[config.mk]
export PLATFORM = sky130hd
export DESIGN_NAME = video_timing_pattern_gen
export DESIGN_NICKNAME = d
export VERILOG_FILES = /design/src/rtl/video_timing_pattern_gen.sv
export SDC_FILE = /design/constraint.sdc
export NUM_CORES = 1
export LEC_CHECK = 0
export ABC_AREA = 0
export BUFFER_PORTS_ARGS = -buffer_cell sky130_fd_sc_hd__buf_2
export CAP_MARGIN = 25
export CORE_MARGIN = 2
export CORE_UTILIZATION = 60
export DETAILED_ROUTE_END_ITERATION = 16
export PLACE_DENSITY = 0.87
export SYNTH_ARGS = -nofsm -noshare
export SYNTH_HDL_FRONTEND = slang
export SYNTH_SLANG_ARGS = --single-unit
[constraint.sdc]
create_clock -name clock_25 -period 6.95 [get_ports clock_25]
set_clock_uncertainty 0.05 [all_clocks]
set_input_delay 0.3475 -clock clock_25 [delete_from_list [all_inputs] [get_ports clock_25]]
set_output_delay 0.3475 -clock clock_25 [all_outputs]
set_load 0.005 [all_outputs]
[src/rtl/video_timing_pattern_gen.sv]
// Raster timing generator with a built-in test-pattern source for the HDMI transmit path.
// Counters walk active/front-porch/sync/back-porch; all outputs are registered one clock behind the counters.
module video_timing_pattern_gen #(
   parameter int          H_ACTIVE    = 640,
   parameter int          H_FP        = 16,
   parameter int          H_SYNC      = 96,
   parameter int          H_BP        = 48,
   parameter int          V_ACTIVE    = 480,
   parameter int          V_FP        = 10,
   parameter int          V_SYNC      = 2,
   parameter int          V_BP        = 33,
   parameter int          HS_POL      = 0,
   parameter int          VS_POL      = 0,
   parameter int          COLOR_WIDTH = 8,
   parameter int          CHECK_LOG2  = 4,
   parameter logic [23:0] SOLID_RGB   = 24'hFFFFFF
) (
   input  logic                   clock_25,
   input  logic                   reset_n,
   input  logic [3:0]             mode,
   output logic                   data_enable,
   output logic                   horz_sync,
   output logic                   vert_sync,
   output logic [COLOR_WIDTH-1:0] red,
   output logic [COLOR_WIDTH-1:0] green,
   output logic [COLOR_WIDTH-1:0] blue,
   output logic [11:0]            pixel_x,
   output logic [11:0]            pixel_y,
   output logic                   frame_start
);

   localparam int H_TOTAL = H_ACTIVE + H_FP + H_SYNC + H_BP;
   localparam int V_TOTAL = V_ACTIVE + V_FP + V_SYNC + V_BP;

   // 13-bit bounds so a 4096-count line/frame still compares correctly
   localparam logic [12:0] H_ACT_END = 13'(H_ACTIVE);
   localparam logic [12:0] HS_BEG    = 13'(H_ACTIVE + H_FP);
   localparam logic [12:0] HS_END    = 13'(H_ACTIVE + H_FP + H_SYNC);
   localparam logic [12:0] V_ACT_END = 13'(V_ACTIVE);
   localparam logic [12:0] VS_BEG    = 13'(V_ACTIVE + V_FP);
   localparam logic [12:0] VS_END    = 13'(V_ACTIVE + V_FP + V_SYNC);
   localparam logic [11:0] H_LAST    = 12'(H_TOTAL - 1);
   localparam logic [11:0] V_LAST    = 12'(V_TOTAL - 1);

   localparam int          BAR_W     = H_ACTIVE / 8;
   localparam logic [11:0] BAR_LAST  = 12'(BAR_W - 1);

   localparam logic HS_ON = (HS_POL != 0);
   localparam logic VS_ON = (VS_POL != 0);

   localparam logic [COLOR_WIDTH-1:0] SOLID_R = SOLID_RGB[23 -: COLOR_WIDTH];
   localparam logic [COLOR_WIDTH-1:0] SOLID_G = SOLID_RGB[15 -: COLOR_WIDTH];
   localparam logic [COLOR_WIDTH-1:0] SOLID_B = SOLID_RGB[7  -: COLOR_WIDTH];
   localparam logic [COLOR_WIDTH-1:0] FULL    = {COLOR_WIDTH{1'b1}};

   localparam logic [3:0] MODE_SOLID   = 4'd0;
   localparam logic [3:0] MODE_BARS    = 4'd1;
   localparam logic [3:0] MODE_CHECKER = 4'd2;
   localparam logic [3:0] MODE_GRAD    = 4'd3;

   // Counter state
   logic [11:0] h_cnt_q, h_cnt_d;
   logic [11:0] v_cnt_q, v_cnt_d;
   logic [11:0] bar_cnt_q, bar_cnt_d;
   logic [2:0]  bar_idx_q, bar_idx_d;
   logic [3:0]  mode_q, mode_d;

   logic h_wrap;
   logic at_origin;

   // Pixel decode
   logic                   active;
   logic                   hs_act;
   logic                   vs_act;
   logic                   check_cell;
   logic [COLOR_WIDTH-1:0] pat_r, pat_g, pat_b;

   // Output registers
   logic                   de_q, de_d;
   logic                   hs_q, hs_d;
   logic                   vs_q, vs_d;
   logic [COLOR_WIDTH-1:0] r_q, r_d;
   logic [COLOR_WIDTH-1:0] g_q, g_d;
   logic [COLOR_WIDTH-1:0] b_q, b_d;
   logic [11:0]            px_q, px_d;
   logic [11:0]            py_q, py_d;
   logic                   fs_q, fs_d;

   always_comb begin
      h_wrap    = (h_cnt_q == H_LAST);
      at_origin = (h_cnt_q == 12'd0) && (v_cnt_q == 12'd0);

      h_cnt_d = h_wrap ? 12'd0 : h_cnt_q + 12'd1;
      v_cnt_d = v_cnt_q;
      if (h_wrap) begin
         v_cnt_d = (v_cnt_q == V_LAST) ? 12'd0 : v_cnt_q + 12'd1;
      end

      // The origin pixel already uses the freshly sampled mode
      mode_d = at_origin ? mode : mode_q;
   end

   // Bar index tracks h_cnt / BAR_W incrementally, saturating at the last bar
   always_comb begin
      bar_cnt_d = bar_cnt_q + 12'd1;
      bar_idx_d = bar_idx_q;
      if (h_wrap) begin
         bar_cnt_d = 12'd0;
         bar_idx_d = 3'd0;
      end else if (bar_cnt_q == BAR_LAST) begin
         bar_cnt_d = 12'd0;
         if (bar_idx_q != 3'd7) begin
            bar_idx_d = bar_idx_q + 3'd1;
         end
      end
   end

   always_comb begin
      active = ({1'b0, h_cnt_q} < H_ACT_END) && ({1'b0, v_cnt_q} < V_ACT_END);
      hs_act = ({1'b0, h_cnt_q} >= HS_BEG) && ({1'b0, h_cnt_q} < HS_END);
      vs_act = ({1'b0, v_cnt_q} >= VS_BEG) && ({1'b0, v_cnt_q} < VS_END);
      check_cell = h_cnt_q[CHECK_LOG2] ^ v_cnt_q[CHECK_LOG2];
   end

   // Bar order white..black maps to r=~idx[1], g=~idx[2], b=~idx[0]
   always_comb begin
      pat_r = '0;
      pat_g = '0;
      pat_b = '0;
      case (mode_d)
         MODE_SOLID: begin
            pat_r = SOLID_R;
            pat_g = SOLID_G;
            pat_b = SOLID_B;
         end
         MODE_BARS: begin
            pat_r = {COLOR_WIDTH{~bar_idx_q[1]}};
            pat_g = {COLOR_WIDTH{~bar_idx_q[2]}};
            pat_b = {COLOR_WIDTH{~bar_idx_q[0]}};
         end
         MODE_CHECKER: begin
            pat_r = check_cell ? '0 : FULL;
            pat_g = check_cell ? '0 : FULL;
            pat_b = check_cell ? '0 : FULL;
         end
         MODE_GRAD: begin
            pat_r = h_cnt_q[COLOR_WIDTH-1:0];
            pat_g = h_cnt_q[COLOR_WIDTH-1:0];
            pat_b = h_cnt_q[COLOR_WIDTH-1:0];
         end
         default: begin
            pat_r = '0;
            pat_g = '0;
            pat_b = '0;
         end
      endcase
   end

   always_comb begin
      de_d = active;
      hs_d = hs_act ? HS_ON : ~HS_ON;
      vs_d = vs_act ? VS_ON : ~VS_ON;
      r_d  = active ? pat_r : '0;
      g_d  = active ? pat_g : '0;
      b_d  = active ? pat_b : '0;
      px_d = h_cnt_q;
      py_d = v_cnt_q;
      fs_d = at_origin;
   end

   always_ff @(posedge clock_25 or negedge reset_n) begin
      if (!reset_n) begin
         h_cnt_q   <= '0;
         v_cnt_q   <= '0;
         bar_cnt_q <= '0;
         bar_idx_q <= '0;
         mode_q    <= '0;
      end else begin
         h_cnt_q   <= h_cnt_d;
         v_cnt_q   <= v_cnt_d;
         bar_cnt_q <= bar_cnt_d;
         bar_idx_q <= bar_idx_d;
         mode_q    <= mode_d;
      end
   end

   always_ff @(posedge clock_25 or negedge reset_n) begin
      if (!reset_n) begin
         de_q <= 1'b0;
         hs_q <= ~HS_ON;
         vs_q <= ~VS_ON;
         r_q  <= '0;
         g_q  <= '0;
         b_q  <= '0;
         px_q <= '0;
         py_q <= '0;
         fs_q <= 1'b0;
      end else begin
         de_q <= de_d;
         hs_q <= hs_d;
         vs_q <= vs_d;
         r_q  <= r_d;
         g_q  <= g_d;
         b_q  <= b_d;
         px_q <= px_d;
         py_q <= py_d;
         fs_q <= fs_d;
      end
   end

   assign data_enable = de_q;
   assign horz_sync   = hs_q;
   assign vert_sync   = vs_q;
   assign red         = r_q;
   assign green       = g_q;
   assign blue        = b_q;
   assign pixel_x     = px_q;
   assign pixel_y     = py_q;
   assign frame_start = fs_q;

endmodule
==> impl_metrics.env, run 1 <==
export IMPL_clock_latency_ps=360
export IMPL_numCtsBuffers=9
export IMPL_syn_area_mm2=0.00378
export IMPL_drtIter0Drc=284
export IMPL_finalPower_mw=1.03
export IMPL_worstHoldPathType="in2reg"
export IMPL_port_buffers=57
export IMPL_timing_final_crit_period_ps=3140
export IMPL_clkTransAtPathRegs_ps=80
export IMPL_std_cell_rows=28
export IMPL_seqCellArea_mm2=0.00238
export IMPL_gp_congestion=0.847
export IMPL_p_sw_uw=209
export IMPL_crit_arrival_ps=3290
export IMPL_chipWidth_um=83.4
export IMPL_synth_edf_count=0
export IMPL_cts_sink_count=95
export IMPL_yosysWarnings=0
export IMPL_ys_flop_type="dfrtp_1"
export IMPL_seq_power_share=0.546
export IMPL_cellPowerDensity_mw_per_mm2=234
export IMPL_async_flop_share=1.00
export IMPL_ys_types=41
export IMPL_grt_pass1_vias=2572
export IMPL_finalWorstSetupSlack_ps=3810
export IMPL_setup_viol_count_final=0
export IMPL_hold_viol=0
export IMPL_syn_mean_instance_area_um2=12.0
export IMPL_setup_tns_ps=0
export IMPL_drive_above_1_share=0.242
export IMPL_slew_headroom=0.393
export IMPL_critical_path_max_stage_delay_ps=620
export IMPL_ant_nets=0
export IMPL_grt_overflow_total=0
export IMPL_grt_total_usage=0.230
export IMPL_nFillCells=396
export IMPL_ios=58
export IMPL_final_util=0.733
export IMPL_drc=0
export IMPL_initial_core_util=0.632
export IMPL_via_per_inst=5.80
export IMPL_p_sw_frac=0.204
export IMPL_wirelength_um=7550
export IMPL_worstMarginPinSlew_ps=910
export IMPL_dp_slack_ps=3810
export IMPL_die_h_um=83.4
export IMPL_worst_endpoint_required_ps=7100
export IMPL_synthCells=315
export IMPL_layout_nets=392
export IMPL_dpl_hpwl_um=5170
export IMPL_cts_buffer_depth=2
export IMPL_grt_first_pass_wirelength_um=12600
export IMPL_routedWlPerCell_um=16.4
export IMPL_crit_type="reg2reg"
export IMPL_power_frac_clock=0.421
export IMPL_crit_path_cell_trace="or4_4 > or3_4 > nor2_8 > mux2i_2 > a21boi_0 > a21oi_1"
export IMPL_syn_nets=328
export IMPL_htreeDepth=3
export IMPL_fmax_mhz=318
export IMPL_cp_max_fo=16
export IMPL_yosysSeqAreaShare=0.629
export IMPL_slowest_stage="mux2i_2"
export IMPL_first_pass_iters=4
export IMPL_grt_max_degree=53
export IMPL_hold_buffers=1
export IMPL_combPwrFrac=0.033
export IMPL_ir_drop_v=0.000163
export IMPL_critPathCaptureType="register"
export IMPL_post_route_period_util=0.452
export IMPL_status="complete, no violations"
export IMPL_grt_antenna_before_repair=0
export IMPL_post_cts_buffers=0
export IMPL_num_antenna_cells=0
export IMPL_power_internal_uw=818
export IMPL_multi_input_area_mm2=0.00131
export IMPL_leakagePower_nw=2.15
export IMPL_cp_start_kind="register"
export IMPL_root_buffer="clkbuf_8"
export IMPL_synth_seq_cells=95
export IMPL_die_area_mm2=0.00696
export IMPL_core_area_mm2=0.00599
export IMPL_slew_violations=0
export IMPL_rsz0062_at_grt="no"
export IMPL_cts_tree="yes"
export IMPL_syn2layout_area_growth_pct=16.1
export IMPL_vias=2661
export IMPL_cts_resized=0
export IMPL_max_cap_violations=0
-- routing by layer --
metal  up-vias  share of wire  track usage
li1       1221              -            -
met5         -              0            0
met2        89           0.51        0.364
met4         0          0.017       0.0850
met3        12          0.047       0.0517
met1      1339           0.42        0.315
-- final timing paths --
| kind | cells past startpoint | end | startpoint | slack (ps) |
|---|---|---|---|---|
| worst min-delay path | 2 | mode_q[2] | mode[2] | 240 |
| worst max register to register | 6 | blue[0] | h_cnt_q[4] | 3810 |
| max in group asynchronous | 3 | h_cnt_q[4] | reset_n | 5340 |
| min in group asynchronous | 2 | bar_cnt_q[11] | reset_n | 470 |
| worst max-delay path | 6 | blue[0] | h_cnt_q[4] | 3810 |
| worst min register to register | 0 | pixel_y[8] | py_d[8] | 350 |
-- critical path, delay by kind of cell (launching register included) --
family	cells	cell delay (ps)
DFF	1	530
muxes	1	620
and+or+nand+nor	3	1210
AOI/OAI and AO/OA	2	580
-- cell type report --
class | instances | area share
Timing Repair Buffer | 60 | 0.0712
Tap cell | 75 | 0.0214
Sequential cell | 95 | 0.542
Multi-Input combinational cell | 200 | 0.298
Clock buffer | 11 | 0.0322
Clock inverter | 5 | 0.0242
Inverter | 13 | 0.0111
-- synthesized netlist by cell type (4+ instances only) --
cell type | count | area [µm²]
and3_1 | 5 | 31.3
nand4_1 | 8 | 50.1
dfrtp_1 | 93 | 2330
a21oi_1 | 15 | 75.1
ha_1 | 7 | 87.6
inv_1 | 13 | 48.8
or3_1 | 4 | 25.0
xor2_1 | 14 | 123
nor2_1 | 32 | 120
o21ai_0 | 11 | 55.1
nor4_1 | 4 | 25.0
a31oi_1 | 13 | 81.3
nor3_1 | 7 | 35.0
nand2_1 | 18 | 67.6
xnor2_1 | 13 | 114
nand3_1 | 17 | 85.1
-- power by group through the flow --
stage,combinational (mW),clock [mW],sequential [mW]
6_report,0.0335,0.432,0.561
3_3_place_gp,0.0318,0,0.572
2_1_floorplan,0.0107,0,0.573
5_1_grt,0.0377,0.465,0.562
4_1_cts,0.0343,0.438,0.561
3_5_place_dp,0.0335,0,0.572
-- cells by family (layout without fill, tap and decap cells) --
family | Yosys count | after routing | share of synthesized area
multiplexers | 8 | 8 | 0.0241
AND/OR/NAND/NOR | 109 | 109 | 0.154
buffers and inverters | 20 | 89 | 0.0248
adder cells (fa/ha/maj) | 7 | 7 | 0.0231
AO/OA/AOI/OAI | 49 | 49 | 0.0827
flip-flops | 95 | 95 | 0.629
XOR/XNOR | 27 | 27 | 0.0625
-- cell usage in the layout (no fill, tap or decap), drive strengths merged, types with 9 or more instances in the layout --
cell,n
dfrtp,93
buf,59
nor2,33
nand2,18
nand3,17
a21oi,15
o21ai,15
xor2,14
inv,13
xnor2,13
a31oi,13
clkbuf,11
nand4,9
-- state kept, by name (all words and copies together) (netlist names) --
name         flops
mode_q           4
data_enable      1
green            8
bar_idx_q        3
vert_sync        1
bar_cnt_q       12
pixel_x         12
horz_sync        1
h_cnt_q         12
pixel_y         12
frame_start      1
py_d            12
red              8
blue             8
-- metrics by stage --
stage	std cells	area, µm²	hold slack, ps
after global routing	459	4390	235
after CTS	459	4390	238
final	459	4390	239
after detailed placement	442	4140	322
after global placement	442	4140	306
after floorplan	315	3780	1.91
No activity file was read; power rests on OpenSTA's default activity.
==> run 2, diff against run 1 <==
--- a/config.mk
+++ b/config.mk
@@ -5,13 +5,13 @@
 export SDC_FILE = /design/constraint.sdc
 export NUM_CORES = 1
 export LEC_CHECK = 0
-export ABC_AREA = 0
+export ABC_AREA = 1
 export BUFFER_PORTS_ARGS = -buffer_cell sky130_fd_sc_hd__buf_2
 export CAP_MARGIN = 25
 export CORE_MARGIN = 2
-export CORE_UTILIZATION = 60
+export CORE_UTILIZATION = 57
 export DETAILED_ROUTE_END_ITERATION = 16
-export PLACE_DENSITY = 0.87
+export PLACE_DENSITY = 0.82
 export SYNTH_ARGS = -nofsm -noshare
 export SYNTH_HDL_FRONTEND = slang
 export SYNTH_SLANG_ARGS = --single-unit
==> constraint.sdc (replaced) <==
create_clock -name clock_25 -period 3.26 [get_ports clock_25]
set_clock_uncertainty 0.05 [all_clocks]
set_input_delay 0.163 -clock clock_25 [delete_from_list [all_inputs] [get_ports clock_25]]
set_output_delay 0.163 -clock clock_25 [all_outputs]
set_load 0.005 [all_outputs]
==> run 2 against run 1 <==
  * Synthesized area rose by 15%
  * Sequential share of layout area down 6.3 points
  * Via count is 24% higher
  * Critical path depth grew 8
  * Critical endpoint is now red[2]
==> impl_metrics.env, run 2 <==
export IMPL_synth_most_common_cell="dfrtp_1"
export IMPL_synth_common_cells="dfrtp_1 (93), inv_1 (77), nand2_1 (71)"
export IMPL_syn2layout_area_growth_pct=14.5
export IMPL_cts_buffer_depth=2
export IMPL_synth_top_cell_by_area="dfrtp_1"
export IMPL_drtIter0Drc=200
export IMPL_leakagePower_nw=2.85
export IMPL_gp_congestion=0.888
export IMPL_synthCells=457
export IMPL_cts_tree="yes"
export IMPL_clkTransAtPathRegs_ps=90
export IMPL_final_cell_count_no_fill=627
export IMPL_max_cap_violations=0
export IMPL_syn_area_mm2=0.00434
export IMPL_timing_final_crit_period_ps=2440
export IMPL_grt_first_pass_wirelength_um=14700
export IMPL_synth_top_area_frac=0.536
export IMPL_grt_antenna_before_repair=0
export IMPL_post_dp_cell_area_mm2=0.00472
export IMPL_wirelength_um=8780
export IMPL_cp_start_kind="register"
export IMPL_hold_slack_ps=121
export IMPL_cts_sink_count=95
export IMPL_yosysWarnings=0
export IMPL_ios=58
export IMPL_cp_max_fo=12
export IMPL_layout_nets=536
export IMPL_std_cell_rows=31
export IMPL_ys_types=40
export IMPL_yosysSeqAreaShare=0.549
export IMPL_hold_buffers=1
export IMPL_ys_flop_type="dfrtp_1"
export IMPL_syn_mean_instance_area_um2=9.49
export IMPL_crit_arrival_ps=2690
export IMPL_root_buffer="clkbuf_8"
export IMPL_clock_latency_ps=360
export IMPL_drc=0
export IMPL_htreeDepth=3
export IMPL_fmax_mhz=410
export IMPL_final_common_cell="dfrtp_1"
export IMPL_slew_violations=0
export IMPL_hold_viol=0
export IMPL_via_per_inst=5.28
export IMPL_synth_seq_cells=95
export IMPL_core_area_mm2=0.00729
export IMPL_chipWidth_um=91.2
export IMPL_final_cell_mix="dfrtp_1 (93), inv_1 (77), nand2_1 (71)"
export IMPL_vias=3312
export IMPL_rsz0062_at_grt="no"
export IMPL_worstHoldPathType="in2reg"
export IMPL_post_route_period_util=0.747
export IMPL_ant_nets=0
export IMPL_numCtsBuffers=9
export IMPL_first_pass_iters=5
export IMPL_final_cell_area_mm2=0.00497
export IMPL_dp_cells=609
export IMPL_post_cts_buffers=0
export IMPL_slew_headroom=0.628
export IMPL_grt_total_usage=0.225
export IMPL_status="complete, no violations"
export IMPL_crit_type="reg2reg"
export IMPL_ir_drop_v=0.000254
export IMPL_worst_endpoint_required_ps=3510
export IMPL_synth_area_top_cells="dfrtp_1 (54%), inv_1 (6.7%), nand2_1 (6.1%), nand3_1 (6.0%), nor2_1 (2.9%)"
export IMPL_drive_above_1_share=0.229
export IMPL_port_buffers=57
export IMPL_cellPowerDensity_mw_per_mm2=422
export IMPL_die_area_mm2=0.00832
export IMPL_initial_core_util=0.595
export IMPL_routedWlPerCell_um=14.0
export IMPL_die_h_um=91.2
export IMPL_num_antenna_cells=0
export IMPL_grt_max_degree=82
export IMPL_syn_nets=470
export IMPL_cts_resized=0
export IMPL_async_flop_share=1.00
export IMPL_grt_pass1_vias=3064
export IMPL_setup_viol_count_final=0
export IMPL_synth_edf_count=0
export IMPL_critPathCaptureType="register"
export IMPL_dpl_hpwl_um=6200
export IMPL_setup_tns_ps=0
export IMPL_finalPower_mw=2.10
export IMPL_grt_overflow_total=0
export IMPL_worstMarginPinSlew_ps=554
==> run 2: logic make-up (layout without fill, tap and decap cells) <==
| family | Yosys count | count (layout) | share of synthesized area |
|---|---|---|---|
| buffers and inverters | 88 | 159 | 0.0845 |
| AOI/OAI and AO/OA | 33 | 33 | 0.0430 |
| DFF | 95 | 95 | 0.549 |
| adders and majority gates | 7 | 7 | 0.0202 |
| xor gates and xnor gates | 10 | 10 | 0.0202 |
| and+or+nand+nor | 224 | 224 | 0.284 |
==> run 2: worst max-delay path, stage by stage, from the launching register on <==
cell and delay [ps]:
dfrtp_1 440, inv_1 160, ha_1 160, inv_1 50
nor2_1 210, nand2_2 130, nor2_8 140, nand3_4 110
nand2_2 100, nand2_4 80, nor2_8 260, nand3_2 220
nand3_1 150, nand2_1 70, inv_1 70
==> run 2: cell type report <==
class | count | area, µm²
sequential | 95 | 2380
fill | 555 | 2320
multi-input combinational | 274 | 1600
timing repair buffer | 62 | 348
inverter | 81 | 304
clock buffer | 10 | 138
tap | 99 | 124
clock inverter | 6 | 73.8
==> run 2: through the flow <==
step | setup slack (ps) | utilization
after floorplan | 1300 | -
after global placement | 990 | 0.647
after detailed placement | 911 | 0.647
after CTS | 881 | 0.677
after global routing | 624 | 0.681
final | 824 | 0.681
==> run 2: power by group <==
part	total, mW	leakage (nW)	switching, mW	internal [mW]
Clock	0.808	0.108	0.422	0.386
Sequential	1.20	1.25	0.00423	1.19
Combinational	0.0906	1.49	0.0600	0.0306
==> run 2: metal layers <==
layer / vias up / wire [µm] / track usage
li1: 1591 / - / -
met1: 1566 / 3730 / 0.307
met2: 133 / 4410 / 0.368
met3: 22 / 465 / 0.0357
met4: 0 / 181 / 0.0783
met5: - / 0 / 0
==> run 2: final timing paths <==
kind                       startpoint          end  slack [ps]  cells past startpoint
setup / recovery              py_d[0]       red[2]         820                     14
hold / removal                mode[3]    mode_q[3]         120                      3
setup reg to reg              py_d[0]       red[2]         820                     14
hold reg to reg               py_d[1]   pixel_y[1]         380                      0
max in group asynchronous     reset_n     green[4]        2190                      4
min in group asynchronous     reset_n  pixel_x[11]         210                      2
==> run 3, diff against run 2 <==
==> constraint.sdc (replaced) <==
create_clock -name clock_25 -period 2.5 [get_ports clock_25]
set_clock_uncertainty 0.05 [all_clocks]
set_input_delay 0.125 -clock clock_25 [delete_from_list [all_inputs] [get_ports clock_25]]
set_output_delay 0.125 -clock clock_25 [all_outputs]
set_load 0.005 [all_outputs]
==> run 3 against run 2 <==
  * Clock power increased by 24%
  * Sequential cell count unchanged
  * Worst hold slack got worse by 26 ps
  * Total power increased by 28%
  * Critical path type unchanged
  * Highest routed layer unchanged
==> impl_metrics.env, run 3 (synthesized netlist as in run 2, its figures left out) <==
export IMPL_whs_path_depth=3
export IMPL_ff2ff_path_depth=15
export IMPL_dpl_hpwl_um=6280
export IMPL_layout_nets=537
export IMPL_gp_congestion=0.882
export IMPL_worstHoldPathType="in2reg"
export IMPL_core_area_mm2=0.00729
export IMPL_chipWidth_um=91.2
export IMPL_slew_headroom=0.613
export IMPL_die_area_mm2=0.00832
export IMPL_final_cell_mix="dfrtp_1 (93), inv_1 (77), nand2_1 (71)"
export IMPL_ios=58
export IMPL_initial_core_util=0.595
export IMPL_htreeDepth=3
export IMPL_dp_cells=608
export IMPL_r2r_slack_ps=160
export IMPL_final_cell_area_mm2=0.00499
export IMPL_die_h_um=91.2
export IMPL_ant_nets=0
export IMPL_leakagePower_nw=2.86
export IMPL_critical_path_max_stage_delay_ps=440
export IMPL_std_cell_rows=31
export IMPL_finalWorstSetupSlack_ps=159
export IMPL_crit_path_cell_trace="inv_1 > ha_1 > inv_1 > nor2_2 > nand2_2 > nor2_8 > nand3_4 > nand2_1 > nand2_2 > nor2_8 > buf_12 > nand2_4 > nand3_1 > nand2_1 > inv_1"
export IMPL_syn2layout_area_growth_pct=15.1
export IMPL_grt_first_pass_wirelength_um=15100
export IMPL_hold_slack_ps=95.4
export IMPL_r2r_start="py_d[0]"
export IMPL_ir_drop_v=0.000269
export IMPL_cellPowerDensity_mw_per_mm2=537
export IMPL_max_cap_violations=0
export IMPL_wirelength_um=8830
export IMPL_num_antenna_cells=0
export IMPL_drive_above_1_share=0.234
export IMPL_nFillCells=540
export IMPL_grt_pass1_vias=3172
export IMPL_setup_viol_count_final=0
export IMPL_clock_latency_ps=360
export IMPL_post_route_period_util=0.936
export IMPL_drc=0
export IMPL_grt_max_degree=50
export IMPL_slowest_stage="dfrtp_1"
export IMPL_cts_tree="yes"
export IMPL_grt_overflow_total=0
export IMPL_cp_max_fo=24
export IMPL_port_buffers=57
export IMPL_first_pass_iters=5
export IMPL_crit_arrival_ps=2590
export IMPL_final_common_cell="dfrtp_1"
export IMPL_dp_slack_ps=116
export IMPL_post_dp_cell_area_mm2=0.00472
export IMPL_clkTransAtPathRegs_ps=80
export IMPL_cp_start_kind="register"
export IMPL_via_per_inst=5.20
export IMPL_setup_tns_ps=0
export IMPL_cp_endpoint="green[3]"
export IMPL_routedWlPerCell_um=14.1
export IMPL_r2r_end="green[3]"
export IMPL_timing_final_crit_period_ps=2340
export IMPL_fmax_mhz=427
export IMPL_worstMarginPinSlew_ps=581
export IMPL_grt_total_usage=0.230
export IMPL_final_cell_count_no_fill=628
export IMPL_worst_endpoint_required_ps=2750
export IMPL_cts_buffer_depth=2
export IMPL_grt_antenna_before_repair=0
export IMPL_status="complete, no violations"
export IMPL_finalPower_mw=2.68
export IMPL_crit_type="reg2reg"
export IMPL_drtIter0Drc=271
export IMPL_hold_viol=0
export IMPL_root_buffer="clkbuf_8"
export IMPL_numCtsBuffers=9
export IMPL_startpoint="py_d[0]"
export IMPL_final_util=0.685
export IMPL_cts_sink_count=95
export IMPL_crit_top_cell="inv_1"
export IMPL_critPathCaptureType="register"
export IMPL_vias=3264
export IMPL_slew_violations=0
run 3: cell count changes in the layout (fill, tap and decap cells not counted), sizes merged:
cell      previous run  this run
inv                 84        83
clkinvlp             0         1
buf                 61        62
run 3: layout make-up:
class / count / area (µm²) / share of cell area
flip-flops and latches: 95 / 2380 / 0.477
repair buffers: 63 / 377 / 0.0754
clock buffers: 10 / 128 / 0.0256
clock inverters: 6 / 68.8 / 0.0138
inverters: 81 / 304 / 0.0609
multi-input cells: 274 / 1610 / 0.323
well taps: 99 / 124 / 0.0248
run 3: report_power, final:
group	switching (mW)	internal, mW
Sequential	0.00541	1.56
Clock	0.531	0.470
Combinational	0.0789	0.0429
Total	0.616	2.07
run 3: what timing repair did:
action / 4_1_cts / 5_1_grt
hold buffers: 1 / 0
setup endpoints to repair: 0 / 20
gates resized for setup: 0 / 3
hold endpoints to repair: 45 / 0
buffers inserted: 0 / 2
run 3: worst min-delay path by stage:
stage                   endpoint  startpoint
finish                 mode_q[2]     mode[2]
global route           mode_q[2]     mode[2]
CTS                    mode_q[2]     mode[2]
detailed placement   h_cnt_q[10]     reset_n
global placement     pixel_x[11]     reset_n
floorplan           bar_cnt_q[0]     reset_n
run 3: worst max-delay path, delay by kind of cell (launching register included):
kind                     cells  cell delay, ps
flip-flops                   1             440
adder cells (fa/ha/maj)      1             170
buffers and inverters        4             390
AND/OR/NAND/NOR             10            1240
run 3: routing by layer:
metal  vias to the layer above  GRT usage  routed length (µm)
met4                         0      0.120                 291
met1                      1520      0.296                3660
met2                       114      0.377                4460
met5                         -          0                   0
met3                        28     0.0390                 419
li1                       1602          -                   -
